**config.mk**
```make
export PLATFORM = sky130hd
export DESIGN_NAME = vga_fb_arbiter
export DESIGN_NICKNAME = d
export VERILOG_FILES = /design/src/rtl/vga_fb_arbiter.sv
export SDC_FILE = /design/constraint.sdc
export NUM_CORES = 1
export LEC_CHECK = 0
export ABC_AREA = 0
export BUFFER_PORTS_ARGS = -buffer_cell sky130_fd_sc_hd__buf_2
export CAP_MARGIN = 20
export CELL_PAD_IN_SITES_DETAIL_PLACEMENT = 0
export CELL_PAD_IN_SITES_GLOBAL_PLACEMENT = 1
export CORE_MARGIN = 4
export CORE_UTILIZATION = 40
export CTS_CLUSTER_SIZE = 8
export DETAILED_ROUTE_END_ITERATION = 16
export HOLD_SLACK_MARGIN = 0.12
export PLACE_DENSITY = 0.85
export SYNTH_ARGS = -nofsm -noshare
export SYNTH_HDL_FRONTEND = slang
export SYNTH_SLANG_ARGS = --single-unit
```
**constraint.sdc**
```tcl
create_clock -name control_clock -period 2.9 [get_ports control_clock]
set_clock_uncertainty 0.1 [all_clocks]
set_input_delay 0.145 -clock control_clock [delete_from_list [all_inputs] [get_ports control_clock]]
set_output_delay 0.145 -clock control_clock [all_outputs]
set_load 0.01 [all_outputs]
```
**src/rtl/vga_fb_arbiter.sv**
```systemverilog
// Framebuffer port arbiter: display fetch owns the single-port RAM during visible
// pixels, host writes are granted in blanking, and a 2-stage pipeline delivers pixels.
module vga_fb_arbiter #(
  parameter int H_ACTIVE     = 640,
  parameter int H_TOTAL      = 800,
  parameter int V_ACTIVE     = 480,
  parameter int V_TOTAL      = 525,
  parameter int ADDR_WIDTH   = 19,
  parameter int DATA_WIDTH   = 8,
  parameter int COUNTER_SIZE = 11
) (
  input  logic                  control_clock,
  input  logic                  reset,
  input  logic                  host_wr_valid,
  output logic                  host_wr_ready,
  input  logic [ADDR_WIDTH-1:0] host_wr_addr,
  input  logic [DATA_WIDTH-1:0] host_wr_data,
  output logic [ADDR_WIDTH-1:0] mem_addr,
  output logic                  mem_we,
  output logic [DATA_WIDTH-1:0] mem_wdata,
  input  logic [DATA_WIDTH-1:0] mem_rdata,
  output logic [DATA_WIDTH-1:0] pixel_data,
  output logic                  pixel_valid,
  output logic                  frame_start,
  output logic                  wr_overflow
);

  localparam int PIXELS = H_ACTIVE * V_ACTIVE;
  localparam logic [COUNTER_SIZE-1:0] H_ACT  = COUNTER_SIZE'(H_ACTIVE);
  localparam logic [COUNTER_SIZE-1:0] H_LAST = COUNTER_SIZE'(H_TOTAL - 1);
  localparam logic [COUNTER_SIZE-1:0] V_ACT  = COUNTER_SIZE'(V_ACTIVE);
  localparam logic [COUNTER_SIZE-1:0] V_LAST = COUNTER_SIZE'(V_TOTAL - 1);
  localparam logic [ADDR_WIDTH:0]     PIX_LIM   = (ADDR_WIDTH + 1)'(PIXELS);
  localparam logic [ADDR_WIDTH-1:0]   LAST_ADDR = ADDR_WIDTH'(PIXELS - 1);

  logic [COUNTER_SIZE-1:0] h_cnt, v_cnt;
  logic [ADDR_WIDTH-1:0]   rd_addr;
  logic                    fetch, line_end, frame_end, in_range, accept;
  logic                    vld_p1, sof_p1;

  assign fetch     = (h_cnt < H_ACT) && (v_cnt < V_ACT);
  assign line_end  = (h_cnt == H_LAST);
  assign frame_end = line_end && (v_cnt == V_LAST);
  assign in_range  = {1'b0, host_wr_addr} < PIX_LIM;

  // Display fetch always wins the RAM; the host only sees ready in blanking.
  assign host_wr_ready = !reset && !fetch;
  assign accept        = host_wr_valid && host_wr_ready;
  assign mem_addr      = fetch ? rd_addr : host_wr_addr;
  assign mem_we        = accept && in_range;
  assign mem_wdata     = host_wr_data;

  // Stage 0: position counters, linear read address, overflow flag
  always_ff @(posedge control_clock) begin
    if (reset) begin
      h_cnt       <= '0;
      v_cnt       <= '0;
      rd_addr     <= '0;
      wr_overflow <= 1'b0;
    end else begin
      if (line_end) begin
        h_cnt <= '0;
        v_cnt <= (v_cnt == V_LAST) ? '0 : v_cnt + 1'b1;
      end else begin
        h_cnt <= h_cnt + 1'b1;
      end
      // Holds at the last pixel address through vertical blank, so it never overshoots.
      if (frame_end)
        rd_addr <= '0;
      else if (fetch && (rd_addr != LAST_ADDR))
        rd_addr <= rd_addr + 1'b1;
      if (accept && !in_range)
        wr_overflow <= 1'b1;
    end
  end

  // Stage 1: RAM read in flight
  always_ff @(posedge control_clock) begin
    if (reset) begin
      vld_p1 <= 1'b0;
      sof_p1 <= 1'b0;
    end else begin
      vld_p1 <= fetch;
      sof_p1 <= (h_cnt == '0) && (v_cnt == '0);
    end
  end

  // Stage 2: pixel output, frame_start aligned with the first pixel of the frame
  always_ff @(posedge control_clock) begin
    if (reset) begin
      pixel_data  <= '0;
      pixel_valid <= 1'b0;
      frame_start <= 1'b0;
    end else begin
      pixel_data  <= vld_p1 ? mem_rdata : '0;
      pixel_valid <= vld_p1;
      frame_start <= sof_p1;
    end
  end

endmodule
```
==> results of run 1 <==
power by group through the flow:
stage / clock network, mW / registers [mW] / logic (mW)
3_5_place_dp: 0 / 0.785 / 0.0809
4_1_cts: 0.523 / 0.768 / 0.0922
5_1_grt: 0.545 / 0.771 / 0.104
3_3_place_gp: 0 / 0.785 / 0.0802
2_1_floorplan: 0 / 0.786 / 0.0533
6_report: 0.502 / 0.768 / 0.0920
kinds of logic (layout without fill, tap and decap cells):
kind of cell	Yosys count	count (layout)	synth area share (%)
and+or+nand+nor	187	187	34.37
DFF	54	54	40.51
xor gates and xnor gates	30	30	9.845
AOI/OAI and AO/OA	26	26	6.329
buffers and inverters	26	91	5.860
adders and majority gates	5	5	2.344
muxes	2	2	0.7501
metal layers:
| layer | track usage (%) | share of wire, % |
|---|---|---|
| met5 | 0 | 0 |
| met2 | 27.86 | 51 |
| met1 | 17.92 | 44 |
| met4 | 4.060 | 1.2 |
| met3 | 2.920 | 3.1 |
worst paths after layout:
check	start	end	slack, ns	cells past startpoint
setup / recovery	h_cnt[8]	mem_we	0.46	7
hold / removal	host_wr_data[5]	mem_wdata[5]	0.19	0
setup reg to reg	h_cnt[0]	rd_addr[1]	0.57	6
hold reg to reg	sof_p1	frame_start	0.36	1
flip-flops by register name (all words and copies together), names as in the netlist:
register	cells
wr_overflow	1
frame_start	1
pixel_data	8
rd_addr	19
sof_p1	1
pixel_valid	1
vld_p1	1
v_cnt	11
h_cnt	11
cell usage in the layout (no fill, tap or decap), types with 5 or more instances in the layout:
cell,n
a21oi_1,8
and2_1,10
and3_1,9
buf_2,61
clkbuf_8,5
dfxtp_1,54
dlygate4sd3_1,11
ha_1,5
inv_1,7
nand2_1,69
nand3_1,14
nand4_1,13
nor2_1,42
nor3_1,5
o21ai_0,6
or3_1,5
xnor2_1,10
xor2_1,20
metrics by stage:
stage | util, % | power [mW] | hold WS [ns] | std cells
final | 49.91 | 1.362 | 0.1900 | 472
after global routing | 49.91 | 1.420 | 0.1900 | 472
after CTS | 49.91 | 1.383 | 0.1901 | 472
after detailed placement | 46.44 | 0.8660 | 0.1901 | 453
after global placement | 46.44 | 0.8647 | 0.1901 | 453
after floorplan | - | 0.8397 | 0.1667 | 330
timing repair:
item	4_1_cts	5_1_grt
gates resized for setup	0	0
hold buffers	11	0
endpoints found under the hold margin	14	0
final cells by class:
type	count	area share, %
multi-input combinational	250	44.65
sequential	54	33.72
timing repair buffer	76	14.29
tap	77	3.005
clock buffer	5	2.147
clock inverter	3	1.366
inverter	7	0.8197
==> run metrics, run 1 <==
status=finished clean; Setup WS post-layout=~0.46 ns; Hold WC Path Type=in -> out; Slowest-stage cell, CP=and3_1; Yosys reg bits=between 50 and 60; Synth area leaders=dfxtp_1 41%, nand2_1 9.7%, xor2_1 6.6%, nor2_1 5.9%, xnor2_1 3.3%; final antenna-violating net count=0; number of enable flip-flop cells after synthesis=0; vias=~2400; clk sinks=54; Max Freq=between 0.4 and 0.5 GHz; area of the multi-input gates=about 1400 µm²; I/O pin count=between 70 and 80; Core Area=approximately 6400 µm²; DR pass1 iterations=6; most used cell, CP=nor2_1; area grow syn2layout=20.11%; GP Congestion=approximately 0.76; Post-CTS Setup Bufs=0; Post-synth ARST share=0%; largest net degree at the start of global routing=25; GR Overflow Total=0; Ys Warns=0; Synth Net Count=373; Crit. End Element=output port; Mapped Area=2669 µm²; H-tree level count=2; Power Dens Cells=~420 nW/µm²; Post-Synthesis Cells=330; # DRC=0; count of input and output buffers=between 60 and 70; DR vias/cell=~5; sequential area share after synthesis=40.51%; design area=3206 µm²; Inserted Diodes=0; Clock Power Share=36.9%; WL per Instance=~13 µm; DP Wirelength=about 4.4 mm; die area=8043 µm²; Net Sw Frac=a little over a fifth; die extent in x=approximately 90 µm; Worst VDD drop=around 0.00025 V; CTS Buffer Depth=2; RSZ-0062 raised after global routing=false; Final Net Count=between 400 and 500; TritonCTS buffer count=5; pre-CTS setup slack=just under 0.6 ns; count leader, synth=nand2_1; top_reg_cell synth=dfxtp_1; Initial DRC Count=just under 80; max incr delay on CP=0.56 ns; Commonest cells post-synth=69 x nand2_1, 54 x dfxtp_1, 42 x nor2_1; crit path cell chain=o21ai_0, and3_1, buf_4, nor2_1, nand2_1, nor2_1, buf_2; setup tns final=0 ns; P_int=1.065 mW; critical path buffer and inverter count=2; vias in the first global route=~2200; later-pin clock latency in the skew report=0.31 ns; worst rel slew slack=between 60% and 70%; Lkg Pwr=between 1 and 1.5 nW; Logic pwr share=under 10%; area leader, netlist=dfxtp_1; Avg Cell Area, Syn=8.087 µm²; count of pins over their slew limit=0; die height=89.68 µm; worst-path fanout max=13; share of layout cells above drive strength 1=20.51%; Worst Path Arrival=~2.2 ns; count of different cell masters after synthesis=around 40; Yosys top cell area share=between 40% and 50%; Post-DP Area=2983 µm²; CP top delay family=simple AND/OR/NAND/NOR gates; final wirelength=6.022 mm; Sw Pwr=a little under 0.3 mW; Req. time, crit path=roughly 2.7 ns; Period minus WS final=2.440 ns; GRT Util Overall=between 10% and 20%; fillers=647; num rows=29; CTS tree=yes; share of power burned in registers=56.4%; Final Hold Vio Count=0; MaxCap Viol Count=0; actual slew at the worst max-slew pin=~0.5 ns; Initial Utilization=between 40% and 50%; clk root buf=clkbuf_8; Critical Path Start Type=flip-flop; Reg area=roughly 1100 µm²; first-pass GRT wire length=a little under 10 mm; antenna violations before repair=0; Final Cycle Share=a little over four fifths; Final Setup Violations=0; Reg clk slew, reported paths=0.10 ns; kind of critical path=reg -> out
No activity file was read; power rests on OpenSTA's default activity.
==> run 2, diff against run 1 <==
Settings changed: CORE_UTILIZATION 40 to 34, PLACE_DENSITY 0.85 to 0.77.
Clock period 2.9 ns to 2.07 ns, I/O delays scaled along.
==> run 2 against run 1 <==
Final area grew 11%. Worst setup slack lost 0.38 ns. First-iteration DRC count shrank 28%. Critical path type unchanged. Critical endpoint unchanged.
==> run metrics, run 2 (synthesized netlist as in run 1, its figures left out) <==
cells on worst reg2reg path=7; reg2reg setup slack=about 0.09 ns; vias=between 2000 and 2500; fillers=815; count of pins over their slew limit=0; Period minus WS final=roughly 2 ns; GP Congestion=roughly 0.8; Net Sw Frac=22.29%; status=finished clean; Worst VDD drop=between 0.0002 and 0.0003 V; die extent in x=just under 100 µm; # DRC=0; Power Dens Cells=between 500 and 600 nW/µm²; clk root buf=clkbuf_8; Final Cycle Share=~96%; design area=between 3000 and 4000 µm²; commonest non-fill, non-tap cell in the layout=nand2_1; commonest cells after routing, fill and taps aside=69 x nand2_1, 61 x buf_2, 50 x dfxtp_1, 42 x nor2_1, 24 x buf_4; largest registers=rd_addr: 19 flops, h_cnt: 11 flops, v_cnt: 11 flops; Inserted Diodes=0; I/O pin count=78; antenna violations before repair=0; actual slew at the worst max-slew pin=about 0.46 ns; DP Wirelength=about 4.6 mm; share of power burned in registers=a little over half; Initial DRC Count=56; area grow syn2layout=33.00%; TritonCTS buffer count=5; r2r startpoint=v_cnt[0]; Final Hold Vio Count=0; Worst Path Arrival=1.79 ns; largest net degree at the start of global routing=18; vias in the first global route=2365; final antenna-violating net count=0; share of layout cells above drive strength 1=26.59%; CTS tree=yes; DR pass1 iterations=4; Reg clk slew, reported paths=0.09 ns; clk sinks=54; P_int=between 1.5 and 2 mW; Req. time, crit path=roughly 1.9 ns; H-tree level count=2; final wirelength=6.436 mm; Critical Path Start Type=flip-flop; num rows=32; Post-DP Area=roughly 3200 µm²; Crit. End Element=output port; Lkg Pwr=~1.6 nW; GRT Util Overall=between 10% and 20%; first-pass GRT wire length=10.40 mm; area of the multi-input gates=roughly 1500 µm²; Core Area=around 7700 µm²; GR Overflow Total=0; worst rel slew slack=between 60% and 70%; MaxCap Viol Count=0; Crit. Startpoint=h_cnt[9]; Final Setup Violations=0; Logic pwr share=slightly above 8%; Hold WC Path Type=in -> reg; WL per Instance=roughly 12 µm; kind of critical path=reg -> out; max FFs per register=19; worst-path fanout max=13; largest reg by FF count=rd_addr; Sw Pwr=about 0.44 mW; Clock Power Share=around two fifths; CTS Buffer Depth=2; Hold Path Origin=host_wr_addr[18]; hold_ws=0.1372 ns; DR vias/cell=between 4 and 5; die area=9331 µm²; count of input and output buffers=61; Reg area=between 1000 and 1500 µm²; Final Net Count=between 400 and 500; Hold Crit Depth=4; Max Freq=approximately 0.50 GHz; later-pin clock latency in the skew report=around 0.31 ns; Initial Utilization=between 30% and 40%; die height=just under 100 µm
-- run 2: changes by cell type in the layout (fill, tap and decap cells not counted), sizes merged --
cell	delta
clkinv	-1
clkbuf	+1
dlygate4sd3	+7
buf	+23
-- run 2: timing repair --
item,in CTS,in global routing
hold buffers,18,0
setup endpoints to repair,7,28
resized for setup,2,10
endpoints found under the hold margin,22,0
pin swaps,0,5
buffers inserted,0,4
-- run 2: final timing paths --
| kind | end |
|---|---|
| setup / recovery | mem_we |
| hold / removal | wr_overflow |
| setup reg to reg | v_cnt[5] |
| hold reg to reg | frame_start |
-- run 2: final cells by class --
| class | count | area share [%] |
|---|---|---|
| multi-input combinational | 250 | 41.45 |
| sequential | 54 | 30.60 |
| timing repair buffer | 106 | 20.20 |
| tap | 102 | 3.595 |
| clock buffer | 6 | 2.326 |
| clock inverter | 2 | 1.093 |
| inverter | 7 | 0.7402 |
-- run 2: metal layers --
metal | wire (µm) | GRT usage (%)
met2 | 3387 | 24.77
met1 | 2748 | 16.63
met4 | 81 | 3.505
met5 | 0 | 0
met3 | 219 | 2.866
-- run 2: metrics by stage --
step	power, mW	cells	setup WS [ns]	setup TNS [ns]	utilization (%)
global placement	1.223	497	0.07193	0	41.23
floorplan	1.176	330	0.1416	0	-
global route	2.080	527	-0.005544	-0.005544	46.18
finish	1.992	527	0.07636	0	46.18
detailed placement	1.225	497	-0.02562	-0.1142	41.23
CTS	2.020	523	0.01313	0	45.25
-- run 2: power groups by stage --
| stage | clock network [mW] | logic (mW) | registers (mW) |
|---|---|---|---|
| floorplan | 0 | 0.0747 | 1.10 |
| global placement | 0 | 0.126 | 1.10 |
| detailed placement | 0 | 0.129 | 1.10 |
| CTS | 0.786 | 0.161 | 1.07 |
| global route | 0.824 | 0.178 | 1.08 |
| finish | 0.759 | 0.161 | 1.07 |
-- run 2: critical path: stages, from the launching register on --
cell	delay (ns)
dfxtp_1	0.40
o21ai_0	0.11
buf_4	0.16
and3_2	0.24
buf_6	0.16
nor2_1	0.14
nand2_1	0.07
nor2_1	0.08
buf_2	0.13
==> run 3, diff against run 2 <==
Settings changed: SETUP_SLACK_MARGIN set to 0.4.
==> run 3 against run 2 <==
Sequential share of layout area decreased by 3.5 points. Power down 7.9%. Combinational power rose by 24%. Critical endpoint is now rd_addr[9]. Largest cell class unchanged. Largest power group unchanged. Highest routed layer unchanged.
==> run metrics, run 3 (synthesized netlist as in run 1, its figures left out) <==
Worst VDD drop=approximately 0.0003 V; kind of critical path=reg -> reg; largest reg by FF count=rd_addr; GR Overflow Total=0; count of input and output buffers=61; final wirelength=about 7.5 mm; CTS Buffer Depth=2; commonest cells after routing, fill and taps aside=58 x buf_2, 43 x nand2_1, 35 x dfxtp_1, 33 x buf_4, 27 x nor2_1; Initial Utilization=about a third; Final Power=between 1.5 and 2 mW; Final Cycle Share=slightly above 90%; count of pins over their slew limit=0; MaxCap Viol Count=0; first-pass GRT wire length=around 11 mm; largest registers=rd_addr: 19 flops, h_cnt: 11 flops, v_cnt: 11 flops; num rows=32; worst-path fanout max=6; Final Setup Violations=0; die extent in x=96.60 µm; # DRC=0; Inserted Diodes=0; reg2reg setup slack=roughly 0.19 ns; Final Util=a little over half; final antenna-violating net count=0; share of layout cells above drive strength 1=approximately 46%; die height=about 97 µm; setup tns final=0 ns; Final Hold Vio Count=0; Lkg Pwr=1.806 nW; DR vias/cell=around 4.8; max FFs per register=19; WL per Instance=between 10 and 15 µm; TritonCTS buffer count=5; Hold WC Path Type=in -> reg; Final Net Count=491; Power Dens Cells=roughly 440 nW/µm²; antenna violations before repair=0; Req. time, crit path=about 2.2 ns; clk root buf=clkbuf_8; commonest non-fill, non-tap cell in the layout=buf_2; Initial DRC Count=94; Reg clk slew, reported paths=around 0.1 ns; Critical Path Start Type=flip-flop; status=finished clean; vias in the first global route=between 2000 and 3000; fillers=701; later-pin clock latency in the skew report=roughly 0.3 ns; actual slew at the worst max-slew pin=between 0.4 and 0.5 ns; DR pass1 iterations=4; vias=around 2700; RSZ-0062 raised after global routing=true; area grow syn2layout=54.81%; design area=4131 µm²; H-tree level count=2; Crit. End Element=flip-flop; Core Area=7687 µm²; hold_ws=0.1497 ns; I/O pin count=78; Max Freq=about 0.53 GHz; CTS tree=yes; clk sinks=54; Period minus WS final=1.879 ns; largest net degree at the start of global routing=16; DP Wirelength=4.568 mm; GRT Util Overall=around 15%; Worst Path Arrival=slightly below 2 ns; worst rel slew slack=69.84%; GP Congestion=about 0.80; Post-DP Area=approximately 3200 µm²; die area=between 9000 and 10000 µm²
## run 3: cell types whose count changed in the layout (fill, tap and decap cells not counted), sizes merged
| cell | change |
|---|---|
| buf | +22 |
| bufinv | -1 |
| clkbuf | +2 |
| clkinvlp | +1 |
| inv | -1 |
## run 3: worst max-delay path, stage by stage, from the launching register on
cell and delay (ns):
dfxtp_2 0.33, inv_2 0.06, ha_4 0.12, or4b_4 0.46, nor4_4 0.19, a31o_4 0.22
buf_6 0.12, clkbuf_16 0.15, a21oi_1 0.04
## run 3: path summary, 6_finish.rpt
kind,from,endpoint,depth (start not counted)
max,v_cnt[0],rd_addr[9],8
min,host_wr_addr[16],wr_overflow,4
max reg2reg,v_cnt[0],rd_addr[9],8
min reg2reg,sof_p1,frame_start,1
## run 3: what timing repair did
item                                    4_1_cts  5_1_grt
endpoints found under the hold margin        22        0
gates resized for setup                      53       67
setup buffers                                13       11
cloned                                        3        2
pin swaps                                    25       40
endpoints found under the setup margin       61       61
hold buffers                                 18        0
## run 3: per-layer routing
layer | wire length, µm | vias to the layer above | track usage, %
met5 | 0 | - | 0
met4 | 59 | 0 | 3.855
met3 | 283 | 8 | 3.796
met2 | 3945 | 57 | 25.98
met1 | 3162 | 1247 | 17.80
li1 | - | 1347 | -
## run 3: area by class of cell
type	count	area [µm²]	area share, %
Sequential cell	54	1120	27.10
Clock inverter	1	7.507	0.1817
Clock buffer	6	72.57	1.757
Inverter	7	26.28	0.6360
Tap cell	102	127.6	3.089
Timing Repair Buffer	130	1054	25.50
Multi-Input combinational cell	250	1724	41.73
## run 3: per-stage QoR
stage | cells | setup slack, ns
floorplan | 330 | 0.1890
global placement | 496 | 0.1262
detailed placement | 496 | 0.08658
global route | 550 | 0.1192
CTS | 537 | 0.1437
finish | 550 | 0.1912
## run 3: where the power goes
part	total, mW	switching (mW)	leakage, nW	internal, mW
registers	1.07	0.0171	0.449	1.06
clock network	0.564	0.331	0.0373	0.233
logic	0.199	0.0857	1.32	0.113
total	1.84	0.433	1.81	1.40
